`config.mk`:
```
export PLATFORM = sky130hd
export DESIGN_NAME = rcv_sequencer_flat
export DESIGN_NICKNAME = d
export VERILOG_FILES = /design/src/rtl/rcv_pkg.sv /design/src/rtl/rcv_sequencer_if.sv /design/src/rtl/rcv_sequencer.sv /design/src/flat_wrapper.sv
export SDC_FILE = /design/constraint.sdc
export NUM_CORES = 1
export LEC_CHECK = 0
export ABC_CLOCK_PERIOD_IN_PS = 1650
export BUFFER_PORTS_ARGS = -buffer_cell sky130_fd_sc_hd__buf_2
export CORE_AREA = 2 2 39 41
export CTS_BUF_LIST = sky130_fd_sc_hd__clkbuf_8 sky130_fd_sc_hd__clkbuf_16
export CTS_CLUSTER_SIZE = 14
export DETAILED_ROUTE_END_ITERATION = 6
export DIE_AREA = 0 0 41 43
export HOLD_SLACK_MARGIN = 0.05
export PLACE_DENSITY = 0.77
export SYNTH_ARGS = -nofsm -noshare
export SYNTH_HDL_FRONTEND = slang
export SYNTH_SLANG_ARGS = --single-unit
export TNS_END_PERCENT = 100
```
`constraint.sdc`:
```
create_clock -name clk -period 1.65 [get_ports clk]
set_input_delay 0.165 -clock clk [delete_from_list [all_inputs] [get_ports clk]]
set_output_delay 0.165 -clock clk [all_outputs]
set_load 0.01 [all_outputs]
```
`src/rtl/rcv_pkg.sv`:
```
// rcv_pkg: shared types and constants for the serial receive path.
//   rcv_state_t      : receive sequencer state (3-bit encoding)
//   CLKS_PER_BIT     : clocks per serial bit, used by the bit/packet timer
//   BITS_PER_PACKET  : shift strobes per packet (8 data + stop)
package rcv_pkg;

    localparam int CLKS_PER_BIT    = 10;
    localparam int BITS_PER_PACKET = 9;

    typedef enum logic [2:0] {
        IDLE      = 3'd0,
        START_CHK = 3'd1,
        RECEIVE   = 3'd2,
        STOP_CHK  = 3'd3,
        LOAD      = 3'd4
    } rcv_state_t;

endpackage

```
`src/rtl/rcv_sequencer_if.sv`:
```
// rcv_sequencer_if: bundle between the receive sequencer and its neighbours
// (edge detector, bit/packet timer, shift register, rx buffer, consumer).
//   serial_in          : synchronized serial line, idle high
//   start_bit_detected : one-cycle falling-edge pulse
//   packet_done        : timer flag, 9th shift strobe reached
//   stop_bit           : stop bit from the shift register
//   data_read          : one-cycle pulse, consumer took rx_data
//   enable_timer, load_buffer, rx_busy        : control outputs
//   data_ready, framing_error, overrun_error  : status flags
//   state_dbg          : current sequencer state for observation
//
// Handshake: there is no valid/ready pair on this link. Every request input
// (start_bit_detected, packet_done, data_read) is a single-cycle pulse that
// is acted on at the rising clk edge that samples it; load_buffer is a
// single-cycle pulse the buffer must take on that same edge, with no stall.
interface rcv_sequencer_if;
    import rcv_pkg::*;

    logic       serial_in;
    logic       start_bit_detected;
    logic       packet_done;
    logic       stop_bit;
    logic       data_read;
    logic       enable_timer;
    logic       load_buffer;
    logic       data_ready;
    logic       framing_error;
    logic       overrun_error;
    logic       rx_busy;
    rcv_state_t state_dbg;

    // master: the surrounding link logic driving the sequencer
    modport master (
        output serial_in, start_bit_detected, packet_done, stop_bit, data_read,
        input  enable_timer, load_buffer, data_ready, framing_error,
               overrun_error, rx_busy, state_dbg
    );

    // slave: the sequencer itself
    modport slave (
        input  serial_in, start_bit_detected, packet_done, stop_bit, data_read,
        output enable_timer, load_buffer, data_ready, framing_error,
               overrun_error, rx_busy, state_dbg
    );

endinterface

```
`src/rtl/rcv_sequencer.sv`:
```
// rcv_sequencer: receive control unit for the serial command/data link.
// Qualifies a start edge by re-sampling the line half a bit later, runs the
// bit/packet timer for a full packet, checks the stop bit, pulses the buffer
// load and keeps the data-ready / framing / overrun status.
//   clk, n_rst : clock, asynchronous active-low reset
//   bus        : rcv_sequencer_if.slave (see interface header for signals)
// Parameters:
//   HALF_BIT_CLKS : clocks after the start pulse before re-sampling serial_in
//   CNT_BITS      : width of the half-bit counter
module rcv_sequencer
    import rcv_pkg::*;
#(
    parameter int HALF_BIT_CLKS = 5,
    parameter int CNT_BITS      = 4
) (
    input  logic           clk,
    input  logic           n_rst,
    rcv_sequencer_if.slave bus
);

    localparam logic [CNT_BITS-1:0] HALF_LAST = CNT_BITS'(HALF_BIT_CLKS - 1);

    rcv_state_t          state, next_state;
    logic [CNT_BITS-1:0] cnt, next_cnt;

    logic enable_q, load_q, busy_q;
    logic next_enable, next_load, next_busy;
    logic ready_q, ferr_q, oerr_q;
    logic next_ready, next_ferr, next_oerr;

    always_comb begin
        next_state = state;
        next_cnt   = cnt;
        next_ready = ready_q;
        next_ferr  = ferr_q;
        next_oerr  = oerr_q;

        case (state)
            IDLE: begin
                if (bus.start_bit_detected) begin
                    next_state = START_CHK;
                    next_cnt   = '0;
                end
            end
            START_CHK: begin
                next_cnt = cnt + 1'b1;
                // Line back high half a bit in means the edge was a glitch.
                if (cnt == HALF_LAST) begin
                    next_state = bus.serial_in ? IDLE : RECEIVE;
                end
            end
            RECEIVE: begin
                if (bus.packet_done) begin
                    next_state = STOP_CHK;
                end
            end
            STOP_CHK: begin
                if (bus.stop_bit) begin
                    next_ferr  = 1'b0;
                    next_state = LOAD;
                end else begin
                    next_ferr  = 1'b1;
                    next_state = IDLE;
                end
            end
            LOAD: begin
                // A read in the load cycle consumed the old byte, so the new
                // byte overwrites nothing unread.
                next_ready = 1'b1;
                next_oerr  = ready_q & ~bus.data_read;
                next_state = IDLE;
            end
            default: next_state = IDLE;
        endcase

        if (state != LOAD && bus.data_read) begin
            next_ready = 1'b0;
            next_oerr  = 1'b0;
        end

        // Control outputs are registered copies of the next-state decode so
        // they are Moore outputs with no combinational path from inputs.
        next_enable = (next_state == RECEIVE);
        next_load   = (next_state == LOAD);
        next_busy   = (next_state != IDLE);
    end

    always_ff @(posedge clk or negedge n_rst) begin
        if (!n_rst) begin
            state    <= IDLE;
            cnt      <= '0;
            enable_q <= 1'b0;
            load_q   <= 1'b0;
            busy_q   <= 1'b0;
            ready_q  <= 1'b0;
            ferr_q   <= 1'b0;
            oerr_q   <= 1'b0;
        end else begin
            state    <= next_state;
            cnt      <= next_cnt;
            enable_q <= next_enable;
            load_q   <= next_load;
            busy_q   <= next_busy;
            ready_q  <= next_ready;
            ferr_q   <= next_ferr;
            oerr_q   <= next_oerr;
        end
    end

    assign bus.enable_timer  = enable_q;
    assign bus.load_buffer   = load_q;
    assign bus.rx_busy       = busy_q;
    assign bus.data_ready    = ready_q;
    assign bus.framing_error = ferr_q;
    assign bus.overrun_error = oerr_q;
    assign bus.state_dbg     = state;

endmodule

```
`src/flat_wrapper.sv`:
```
// flat-port wrapper written by rule: the top's interface ports become plain ports
module rcv_sequencer_flat import rcv_pkg::*;
#(
    parameter int HALF_BIT_CLKS = 5,
    parameter int CNT_BITS      = 4
)
  (clk, n_rst, bus_serial_in, bus_start_bit_detected, bus_packet_done, bus_stop_bit, bus_data_read, bus_enable_timer, bus_load_buffer, bus_data_ready, bus_framing_error, bus_overrun_error, bus_rx_busy, bus_state_dbg);
  rcv_sequencer_if bus_i ();
  input  logic clk;
  input  logic n_rst;
  input wire logic [$bits(bus_i.serial_in)-1:0] bus_serial_in;
  input wire logic [$bits(bus_i.start_bit_detected)-1:0] bus_start_bit_detected;
  input wire logic [$bits(bus_i.packet_done)-1:0] bus_packet_done;
  input wire logic [$bits(bus_i.stop_bit)-1:0] bus_stop_bit;
  input wire logic [$bits(bus_i.data_read)-1:0] bus_data_read;
  output wire logic [$bits(bus_i.enable_timer)-1:0] bus_enable_timer;
  output wire logic [$bits(bus_i.load_buffer)-1:0] bus_load_buffer;
  output wire logic [$bits(bus_i.data_ready)-1:0] bus_data_ready;
  output wire logic [$bits(bus_i.framing_error)-1:0] bus_framing_error;
  output wire logic [$bits(bus_i.overrun_error)-1:0] bus_overrun_error;
  output wire logic [$bits(bus_i.rx_busy)-1:0] bus_rx_busy;
  output wire logic [$bits(bus_i.state_dbg)-1:0] bus_state_dbg;
  assign bus_i.serial_in = bus_serial_in;
  assign bus_i.start_bit_detected = bus_start_bit_detected;
  assign bus_i.packet_done = bus_packet_done;
  assign bus_i.stop_bit = bus_stop_bit;
  assign bus_i.data_read = bus_data_read;
  assign bus_enable_timer = bus_i.enable_timer;
  assign bus_load_buffer = bus_i.load_buffer;
  assign bus_data_ready = bus_i.data_ready;
  assign bus_framing_error = bus_i.framing_error;
  assign bus_overrun_error = bus_i.overrun_error;
  assign bus_rx_busy = bus_i.rx_busy;
  assign bus_state_dbg = bus_i.state_dbg;
  rcv_sequencer #(.HALF_BIT_CLKS(HALF_BIT_CLKS), .CNT_BITS(CNT_BITS)) u_core (.clk(clk), .n_rst(n_rst), .bus(bus_i));
endmodule
```
[Yosys cells after proc, flatten, opt, wreduce, memory -nomap -nowiden]
Cells that the tools add are included.
Word-level totals
  logic and storage cells: 39
  input bits: 7
  output and inout port bits: 9
  register bits after elaboration: 13
Cells by class
  equality and inequality tests: 9
  add/subtract/negate cells: 1
  muxes and demuxes: 13
  bitwise gates (word level): 2
  reduce and logical (&&, ||, !) cells: 6
Operators by type and width (number)
  $mux 3: 4
  $pmux 3 s4: 1
  $eq 3x2->1 const B: 3
  $pmux 4 s2: 1
  $eq 3x3->1 const B: 2
  $mux 1: 5
  $add 4x1->4 const B: 1
  $eq 4x3->1 const B: 1
  $mux 4: 1
  $reduce_bool 2->1: 2
  $eq 3x1->1 const B: 1
  $logic_not 3->1: 1
  $ne 3x3->1 const B: 1
  $reduce_bool 3->1: 1
  $mux 2: 1
  $ne 2x2->1 const B: 1
  $reduce_and 2->1: 1
  $and 1x1->1: 1
  $logic_and 1x1->1: 1
  $not 1->1: 1

[Longest topological paths before layout]
  depth after elaboration: 4
  depth in mapped cells: 5
  mapped depth without buffers: 5

[Worst setup path before layout]
Ideal clock, no wire load.
  path type: reg2reg
  from: register u_core.cnt[0]
  to: register u_core.enable_q (netlist: u_core.bus.enable_timer)
  period minus slack after synthesis: 1.302 ns
  buffers on the path: 0
  cell stages (with the launch flop): 6
  arrival: 1.220 ns
  setup time: 0.083 ns
  required time: 1.567 ns
  setup slack: 0.348 ns
  cell sequence: dfrtp_1 -> inv_1 -> ha_1 -> nand4b_1 -> or4_4 -> o21ai_0
Between the ends
  longest elaborated chain between the ends: 4
RTL lines
  start: declaration: line rcv_sequencer.sv:24  | logic [CNT_BITS-1:0] cnt, next_cnt;
  start signal: assignment: line rcv_sequencer.sv:100  | cnt <= next_cnt;
  $eq 4x3->1: line rcv_sequencer.sv:48  | if (cnt == HALF_LAST) begin
  $mux 3: line rcv_sequencer.sv:48
  $pmux 3 s4: line rcv_sequencer.sv:38  | case (state)
  $eq 3x2->1: line rcv_sequencer.sv:83  | next_enable = (next_state == RECEIVE);
  via u_core.next_enable: line rcv_sequencer.sv:27  | logic next_enable, next_load, next_busy;
  end signal: assignment: line rcv_sequencer.sv:101  | enable_q <= next_enable;
  end: declaration: line rcv_sequencer.sv:26  | logic enable_q, load_q, busy_q;
The timed path passes the listed nets, and every way through them passes these cells.
A chain may end at the register's enable or synchronous reset.

[Worst setup path after layout]
Same ends and word-level chain as after synthesis.

==> summary.md <==
| Metric | Value |
|---|---|
| IO Pins | `16` |
| H-tree depth | `1` |
| Antenna violations before repair | `0` |
| # resized after CTS | `0` |
| Nets@finish | `82` |
| Wirelength per Cell | `12.81 um` |
| Sw Pwr | `0.0003741 W` |
| Ant diodes | `0` |
| Clock power frac | `24.1%` |
| # rows | `14` |
| Sequential power share | `44.3%` |
| Fin. max-slew vios | `0` |
| Fin crit share | `88.07%` |
| Post-Synthesis Cells | `53` |
| Sw Ratio | `33.26%` |
| Placer Congestion | `0.7997` |
| Clk_lat worst skew | `240 ps` |
| WP buf/inv | `1` |
| Hold crit path type | `input pin to flop` |
| Die width | `41 um` |
| Placed cell area | `679.4 um^2` |
| Tot GR Track Use | `16.90%` |
| Commonest non-fill, non-tap cell in the layout | `buf_2` |
| Syn nets | `62` |
| Fmax | `0.6882 GHz` |
| Mapped Area | `589.3 um^2` |
| CP peak stage delay | `450 ps` |
| CTS tree | `done` |
| Top-area cell type share of the netlist area | `55.20%` |
| Max cap viols | `0` |
| Core box area | `1384 um^2` |
| Critical path fanouts, max | `3` |
| Post-route ant nets | `0` |
| RSZ-0062 raised after global routing | `false` |
| Filler Cell Count | `122` |
| Starting DRT DRC Count | `8` |
| Status | `complete, no violations` |
| CTS root buffer | `clkbuf_8` |
| Max Root-Sink Buffers | `2` |
| Critical Path AT | `1600 ps` |
| Crit path kind | `flop to flop` |
| Top cells by area, synth | `dfrtp_1 55%, mux2i_1 5.1%, ha_1 4.2%` |
| Commonest cells after routing, fill and taps aside | `15 x buf_2, 13 x dfrtp_1, 7 x inv_1` |
| Number of synthesis warnings | `0` |
| PortBufs | `15` |
| Critical path cell sequence | `inv_1 > ha_1 > nand4b_1 > or4_4 > o21ai_0` |
| Clock slew at reported path FFs | `50 ps` |
| Post-layout min period | `1453 ps` |
| Critical path startpoint category | `flop` |
| Hpwl dp | `827.1 um` |
| HP Start | `bus_data_read` |
| Final Skew | `2.468 ps` |
| Crit. Startpoint | `u_core.cnt[0]$_DFFE_PN0P_` |
| FF-to-FF Start | `u_core.cnt[0]$_DFFE_PN0P_` |
| Starting Density | `42.59%` |
| Largest net degree at the start of global routing | `14` |
| Synth Area in Compound Gates | `9.554%` |
| Setup TNS | `0 ps` |
| Pwr dens | `1531 nW/um^2` |
| CP endpoint kind | `flop` |
| Clock sinks | `13` |
| Initial DRT Pass Iterations | `4` |
| IR drop worst, VDD | `0.7530 mV` |
| Simple-gate share of the synthesized area | `21.23%` |
| Residual DRC | `0` |
| Worst slew pin tran | `326.9 ps` |
| Post-synthesis sequential area ratio | `55.20%` |
| Global route total overflow | `0` |
| Seq cells post-synth | `13` |
| Yosys top cell by area | `dfrtp_1` |
| Hold Violations, Final | `0` |
| Adder-cell share of the synthesized area | `4.246%` |
| Mux share of post-synthesis cell area | `5.096%` |
| Largest family of logic cells by synthesized area | `simple AND/OR/NAND/NOR gates` |
| Routed wire length | `1127 um` |
| Vias in the first global route | `428` |
| Syn avg cell area | `11.12 um^2` |
| Internal | `0.0007507 W` |
| Critical path's slowest cell | `or4_4` |
| First-pass GRT wire length | `1883 um` |
| Layout cells sized above 1 | `29.17%` |
| CP required | `1790 ps` |
| XOR/XNOR Fraction of Synth Area | `0%` |
| Count of cell types in the netlist | `23` |
| Post-route cell area | `734.5 um^2` |
| Final setup vio count | `0` |
| Synth-to-Final Area Change | `24.63%` |
| Top Family by Delay on Critical Path | `simple AND/OR/NAND/NOR gates` |
| TritonCTS buffer count | `3` |
| Comb pwr share | `31.6%` |
| Worst rel slew slack | `78.20%` |
| Pleak | `0.4051 nW` |
| DIE AREA | `1763 um^2` |
| Die extent in y | `43 um` |
| DR vias | `452` |
| Routed vias/inst | `5.136` |
-- flip-flops by register name, indices dropped and copies added, names as in the netlist --
| register | cells |
|---|---|
| u_core.bus.data_ready | 1 |
| u_core.bus.enable_timer | 1 |
| u_core.bus.framing_error | 1 |
| u_core.bus.load_buffer | 1 |
| u_core.bus.overrun_error | 1 |
| u_core.bus.rx_busy | 1 |
| u_core.bus.state_dbg | 3 |
| u_core.cnt | 4 |
-- timing repair --
| action | in CTS | in global routing |
|---|---|---|
| buffers inserted | 0 | 0 |
| endpoints found under the setup margin | 0 | 0 |
| hold buffers | 1 | 0 |
| endpoints found under the hold margin | 13 | 0 |
-- routing by layer --
layer	track usage (%)	share of wire [%]	vias up
li1	-	-	223
met3	4.712	3.8	4
met2	22.50	49	10
met4	14.00	3.5	0
met5	0	0	-
met1	21.55	43	215
-- worst register-to-register path, cell delays in order (launching register included) --
cell and delay, ps:
dfrtp_1 390, inv_1 110, ha_1 150, nand4b_1 140
or4_4 450, o21ai_0 110
-- Yosys cell counts, drive strengths merged --
cell type,count
a21o,1
a31oi,3
and2,1
and3,1
and4b,2
buf,1
dfrtp,13
ha,2
inv,6
mux2i,3
nand2,3
nand2b,1
nand3,2
nand3b,2
nand4b,1
nor2,2
nor3,1
nor3b,1
o21ai,3
o22ai,1
o2bb2ai,1
or2,1
or4,1
-- cell type report --
type / instances / area (um^2) / area share, %
Clock buffer: 3 / 41.29 / 5.622
Clock inverter: 1 / 3.754 / 0.5111
Inverter: 6 / 22.52 / 3.066
Multi-Input combinational cell: 33 / 236.5 / 32.20
Sequential cell: 13 / 325.3 / 44.29
Tap cell: 16 / 20.02 / 2.726
Timing Repair Buffer: 16 / 85.08 / 11.58
-- power groups by stage --
stage	logic (W)	clock network (W)	registers (W)
3_3_place_gp	0.000340	0	0.000496
2_1_floorplan	0.000255	0	0.000491
3_5_place_dp	0.000355	0	0.000503
6_report	0.000355	0.000271	0.000498
5_1_grt	0.000410	0.000298	0.000514
4_1_cts	0.000359	0.000286	0.000498
-- per-stage QoR --
step	cells	hold slack (ps)	util [%]	total power [W]	setup WS [ps]
global placement	83	58.18	49.10	0.0008363	302.1
global route	88	102.3	53.07	0.001222	108.4
floorplan	53	-130.6	-	0.0007456	347.8
detailed placement	83	61.85	49.10	0.0008577	193.9
CTS	88	83.04	53.07	0.001143	189.8
finish	88	90.58	53.07	0.001125	196.9
-- cell families after synthesis --
group                    after synthesis
flip-flops                            13
AO/OA/AOI/OAI                          9
AND/OR/NAND/NOR                       19
buffers and inverters                  7
adder cells (fa/ha/maj)                2
multiplexers                           3
-- worst paths after layout --
check                      cells after the start  slack [ps]                                   end
setup reg to reg                               5         200     u_core.bus.enable_timer$_DFF_PN0_
hold / removal                                 2          90  u_core.bus.overrun_error$_DFFE_PN0P_
min in group asynchronous                      2         340     u_core.bus.state_dbg[1]$_DFF_PN0_
hold reg to reg                                2         480  u_core.bus.framing_error$_DFFE_PN0N_
max in group asynchronous                      2        1090             u_core.cnt[1]$_DFFE_PN0P_
setup / recovery                               5         200     u_core.bus.enable_timer$_DFF_PN0_
No activity file was read; power rests on OpenSTA's default activity.
